<file path="config.mk">
export PLATFORM = sky130hd
export DESIGN_NAME = mat2x2_stream_mac
export DESIGN_NICKNAME = d
export VERILOG_FILES = /design/src/rtl/mat2x2_stream_mac_pkg.sv /design/src/rtl/mat_mac_unit.sv /design/src/rtl/mat2x2_stream_mac.sv
export SDC_FILE = /design/constraint.sdc
export NUM_CORES = 1
export LEC_CHECK = 0
export CAP_MARGIN = 25
export CORE_ASPECT_RATIO = 1.5
export CORE_MARGIN = 1
export CORE_UTILIZATION = 35
export CTS_CLUSTER_DIAMETER = 50
export DETAILED_ROUTE_END_ITERATION = 6
export GPL_ROUTABILITY_DRIVEN = 0
export SLEW_MARGIN = 20
export SYNTH_ARGS = -nofsm -noshare
export SYNTH_HDL_FRONTEND = slang
export SYNTH_SLANG_ARGS = --single-unit
</file>
<file path="constraint.sdc">
create_clock -name clk -period 12.9 [get_ports clk]
set_clock_uncertainty 0.2 [all_clocks]
set_input_delay 2.58 -clock clk [delete_from_list [all_inputs] [get_ports clk]]
set_output_delay 2.58 -clock clk [all_outputs]
set_load 0.01 [all_outputs]
</file>
<file path="src/rtl/mat2x2_stream_mac_pkg.sv">
// Shared constants, FSM state encoding and packed-slot mapping for the 2x2 streaming MAC.
package mat2x2_pkg;

  localparam int N         = 2;
  localparam int ELEMS_IN  = 8;
  localparam int ELEMS_OUT = 4;

  typedef enum logic [1:0] {
    LOAD    = 2'd0,
    COMPUTE = 2'd1,
    DRAIN   = 2'd2
  } state_t;

  // Slot 3 is the MSB element of the packed word, so m00 lands in the top DW bits.
  function automatic logic [1:0] idx(input logic r, input logic c);
    return 2'd3 - {r, c};
  endfunction

endpackage

</file>
<file path="src/rtl/mat_mac_unit.sv">
// Registered DW-bit multiply-accumulate; clr restarts the sum, arithmetic wraps modulo 2^DW.
module mat_mac_unit #(
  parameter int DW = 8
) (
  input  logic          clk,
  input  logic          rst,
  input  logic [DW-1:0] a,
  input  logic [DW-1:0] b,
  input  logic          clr,
  input  logic          en,
  output logic [DW-1:0] acc
);

  logic [DW-1:0] prod;
  logic [DW-1:0] base;

  always_comb begin
    prod = a * b;
    base = clr ? '0 : acc;
  end

  // clr together with en starts a fresh sum with this cycle's product.
  always_ff @(posedge clk) begin
    if (rst) begin
      acc <= '0;
    end else if (en) begin
      acc <= base + prod;
    end else if (clr) begin
      acc <= '0;
    end
  end

endmodule

</file>
<file path="src/rtl/mat2x2_stream_mac.sv">
// Streams in A and B, computes A*B on a single MAC over 8 cycles, streams the 4 results out.
module mat2x2_stream_mac
  import mat2x2_pkg::*;
#(
  parameter int DW = 8
) (
  input  logic            clk,
  input  logic            rst,
  input  logic            in_valid,
  output logic            in_ready,
  input  logic [DW-1:0]   in_data,
  output logic            out_valid,
  input  logic            out_ready,
  output logic [DW-1:0]   out_data,
  output logic            out_last,
  output logic [4*DW-1:0] a_word,
  output logic [4*DW-1:0] b_word,
  output logic [4*DW-1:0] res_word,
  output logic            busy
);

  localparam int SLOTS = N * N;

  state_t        state;
  logic [2:0]    cnt;
  logic [1:0]    dcnt;
  logic [DW-1:0] a_m   [SLOTS];
  logic [DW-1:0] b_m   [SLOTS];
  logic [DW-1:0] res_m [SLOTS];

  logic [DW-1:0] mac_a;
  logic [DW-1:0] mac_b;
  logic          mac_clr;
  logic          mac_en;
  logic [DW-1:0] acc;

  logic [1:0]    prev_elem;
  logic [1:0]    next_slot;
  logic [DW-1:0] next_data;

  // cnt = {i, j, k} during COMPUTE, so k runs fastest.
  always_comb begin
    mac_a     = a_m[idx(cnt[2], cnt[0])];
    mac_b     = b_m[idx(cnt[0], cnt[1])];
    mac_en    = (state == COMPUTE);
    mac_clr   = (state == COMPUTE) && !cnt[0];
    prev_elem = cnt[2:1] - 2'd1;
    next_slot = 2'd2 - dcnt;
    next_data = (next_slot == 2'd0) ? acc : res_m[next_slot];
  end

  mat_mac_unit #(.DW(DW)) u_mac (
    .clk (clk),
    .rst (rst),
    .a   (mac_a),
    .b   (mac_b),
    .clr (mac_clr),
    .en  (mac_en),
    .acc (acc)
  );

  // r11 is never copied out of the accumulator: it only settles on the last COMPUTE edge.
  assign a_word   = {a_m[3], a_m[2], a_m[1], a_m[0]};
  assign b_word   = {b_m[3], b_m[2], b_m[1], b_m[0]};
  assign res_word = {res_m[3], res_m[2], res_m[1], acc};

  always_ff @(posedge clk) begin
    if (rst) begin
      state     <= LOAD;
      cnt       <= 3'd0;
      dcnt      <= 2'd0;
      in_ready  <= 1'b0;
      out_valid <= 1'b0;
      out_last  <= 1'b0;
      out_data  <= '0;
      busy      <= 1'b0;
      for (int s = 0; s < SLOTS; s++) begin
        a_m[s]   <= '0;
        b_m[s]   <= '0;
        res_m[s] <= '0;
      end
    end else begin
      case (state)
        LOAD: begin
          in_ready <= 1'b1;
          if (in_ready && in_valid) begin
            if (!cnt[2]) begin
              a_m[idx(cnt[1], cnt[0])] <= in_data;
            end else begin
              b_m[idx(cnt[1], cnt[0])] <= in_data;
            end
            cnt <= cnt + 3'd1;
            if (cnt == 3'(ELEMS_IN - 1)) begin
              state    <= COMPUTE;
              in_ready <= 1'b0;
              busy     <= 1'b1;
            end
          end
        end
        COMPUTE: begin
          cnt <= cnt + 3'd1;
          // At k=0 the accumulator still holds the element finished on the previous edge.
          if (!cnt[0] && (cnt != 3'd0)) begin
            res_m[idx(prev_elem[1], prev_elem[0])] <= acc;
          end
          if (cnt == 3'(ELEMS_IN - 1)) begin
            state     <= DRAIN;
            dcnt      <= 2'd0;
            out_valid <= 1'b1;
            out_last  <= 1'b0;
            out_data  <= res_m[3];
          end
        end
        DRAIN: begin
          if (out_ready) begin
            dcnt     <= dcnt + 2'd1;
            out_data <= next_data;
            out_last <= (dcnt == 2'd2);
            if (dcnt == 2'(ELEMS_OUT - 1)) begin
              state     <= LOAD;
              out_valid <= 1'b0;
              out_last  <= 1'b0;
              busy      <= 1'b0;
              in_ready  <= 1'b1;
            end
          end
        end
        default: begin
          state <= LOAD;
        end
      endcase
    end
  end

endmodule

</file>
==> results.ini <==
[floorplan]
io-pin-count=120
die_h_um=171
chipWidth_um=115
rows=61
start_util_pct=35.9
fp.coreArea_um2=18500
die_area_um2=19600

[cells_and_area]
multi_input_area_um2=2970
n_antenna_cell=0
drive_gt1_share_pct=10.1
area_growth_pct=30.6
fillers=1714
ff_latch_area_um2=3420
fin_nets=712

[placed_design]
dp_slack_ns=7.01
dp_hpwl_um=13500
io_buffers=119

[critical_path]
worstPathArrival_ns=5.99
required_ns=13.04
r2r_slack_ns=7.06
crit_chain=mux4_1, and2_1, fa_1, ha_1, ha_1, inv_1, fa_1, inv_1, ha_1, inv_1, fa_1, inv_1, a21o_1, a21oi_1, xnor3_1, xnor3_1, a211oi_2
startpoint_type=register
path_common_cell=inv_1
critPathMaxStageDelay_ns=0.96
worstReg2RegStart=cnt[1]
timing.rr.end=u_mac.acc[7]
r2r_cells=17
crit_family=adder cells
critical-path-slowest-cell=dfxtp_1
critPathCaptureType=register
cp.depth=17
critPathMaxFanout=18
crit_buf_inv=4
criticalPathCategory=register to register

[power_and_ir_drop]
leakage_uw=0.00339
swShare_pct=24.1
pwr-share-seq_pct=42.3
combPwrFrac_pct=12.1
clkPwrFrac_pct=45.6
netSwitchingPower_uw=256
ir_drop_v=0.0000865
p_int_uw=805
pwr_density_cell_nw_per_um2=122

[global_route]
grt_pass1_wl_um=27100
overflow=0
grt_usage_pct=19.1
grt_start_max_net_pins=35
first_global_vias=4821
antenna_found_initial=0

[synthesis]
synth_edf_count=96
ys_seq_area_share_pct=51.4
ys.warnings.count=0
synthFlopType=edfxtp_1
ys_seq_elements=123
yosysUniqueCellTypes=42
syn_inst=543
synth_area_um2=6660
synth.net_count=596
synth_area_per_cell_um2=12.3
async_flop_share_pct=0

[timing]
rsz0062_at_grt=false
drv_slew=0
layout_min_cycle_time_ns=5.84
fin_ws_ns=7.06
final.setup.tns_ns=0
fin_crit_sh_pct=45.3
fmax_mhz=171
setup_viol_count_final=0
tightest_slew_ns=1.01
max_slew_margin_pct=31.9
fin_hold_ws_ns=0.279
finalHoldViolations=0

[status]
outcome=finished, final reports clean

[drt]
ant_nets=0
first_iter_violations=285
vias_per_cell=5.00
wire_per_inst_um=19.0
via_count=4616
totalWireLength_um=17500
route.detailed.drc=0
dr.pass1.iters=4

[clock_network]
cts_made_buffers=17
root_buffer=clkbuf_16
numClockSinks=123
cts_buffer_depth=2
cts.repair.resized=0
path_clk_slew_ns=0.06
cts_htree_levels=4
cts_tree=yes
clk_latency_ns=0.42
post_cts_buffers=0
cts_hold_buf=0

[worst_hold_path]
min_to=out_valid
min_from=out_valid
min_path_type=register to register
hold_depth=2

[flow_run]
cap_viol_max_count=0

-- cells in the final DEF, fill, tap and decap left out, types with 4 or more instances in the layout --
cell             instances
mux2i_1                  8
ha_1                    23
dfxtp_1                 27
buf_4                    7
clkdlybuf4s50_1        119
xnor2_1                 14
mux4_1                   6
o211a_1                  4
or2_2                    8
nor2_1                  20
inv_1                   37
a21oi_1                 17
edfxtp_1                96
and3_1                   9
o21ai_0                 12
and2_1                 108
a221oi_1                 4
mux4_2                  18
fa_1                    18
nand2_1                 51
clkbuf_16               17
nor2b_1                  5
-- state kept, by name, indices dropped and copies added, names as in the netlist, 2 cells and up --
register,count
b_m,32
out_data,8
cnt,3
dcnt,2
u_mac.acc,8
res_m,32
a_m,32
state,2
-- tightest hold or removal path, cell delays in order, from the launching register on --
cell and delay [ns]:
dfxtp_1 0.32, nand2_1 0.06, a21oi_1 0.06
-- routing by layer --
| metal | wire length (µm) | vias up | GRT usage (%) |
|---|---|---|---|
| li1 | - | 2114 | - |
| met3 | 759 | 30 | 3.68 |
| met5 | 0 | - | 0 |
| met1 | 6550 | 2310 | 20.1 |
| met4 | 378 | 0 | 7.62 |
| met2 | 9840 | 162 | 36.5 |
-- stage by stage --
stage	utilization, %	std cells	instance area, µm²	total power [µW]
3_3_place_gp	43.6	891	8090	584
2_1_floorplan	-	543	6660	534
4_1_cts	46.9	924	8690	1070
6_report	46.9	924	8690	1060
5_1_grt	46.9	924	8690	1100
3_5_place_dp	43.6	892	8090	587
-- power groups by stage --
stage	combinational [µW]	clock [µW]	sequential (µW)
6_report	129	484	449
5_1_grt	142	503	450
4_1_cts	131	490	449
3_5_place_dp	130	0	457
3_3_place_gp	127	0	457
2_1_floorplan	76.0	0	458
-- worst max path at each step --
stage | startpoint | endpoint | slack, ns
after floorplan | cnt[2] | u_mac.acc[7] | 7.93
after global placement | cnt[1] | u_mac.acc[7] | 7.04
final | cnt[1] | u_mac.acc[7] | 7.06
after global routing | cnt[1] | u_mac.acc[7] | 6.75
after detailed placement | cnt[1] | u_mac.acc[7] | 7.01
after CTS | cnt[1] | u_mac.acc[7] | 7.00
-- Yosys cell counts (3+ instances only) --
cell type,n,share of area (%)
nand2_1,51,2.9
nor2_1,20,1.1
inv_1,37,2.1
or2_2,8,0.75
and2_1,108,10
buf_6,3,0.51
xnor2_1,14,1.8
mux4_1,6,2.4
o211a_1,4,0.60
o21ai_0,12,0.90
a221oi_1,4,0.53
and3_1,9,0.85
nor2b_1,5,0.47
fa_1,18,5.4
buf_2,5,0.38
nor3_1,3,0.23
dfxtp_1,27,8.1
mux4_2,18,6.1
o41ai_1,3,0.39
mux2i_1,8,1.2
edfxtp_1,96,43
a21oi_1,17,1.3
ha_1,23,4.3
clkbuf_1,20,1.1
-- area by class of cell --
class                   count  area share, %
flip-flops and latches    123           39.4
multi-input cells         353           34.2
inverters                  38           1.64
clock inverters            14           1.96
repair buffers            126           14.3
clock buffers              18           4.94
well taps                 252           3.63
-- cells by family after synthesis --
kind of cell	share of synthesized area, %
AOI/OAI and AO/OA	4.68
xor gates and xnor gates	2.65
adders and majority gates	9.74
buffers and inverters	4.21
DFF	51.4
muxes	9.66
and+or+nand+nor	17.6
No activity file was read; power rests on OpenSTA's default activity.
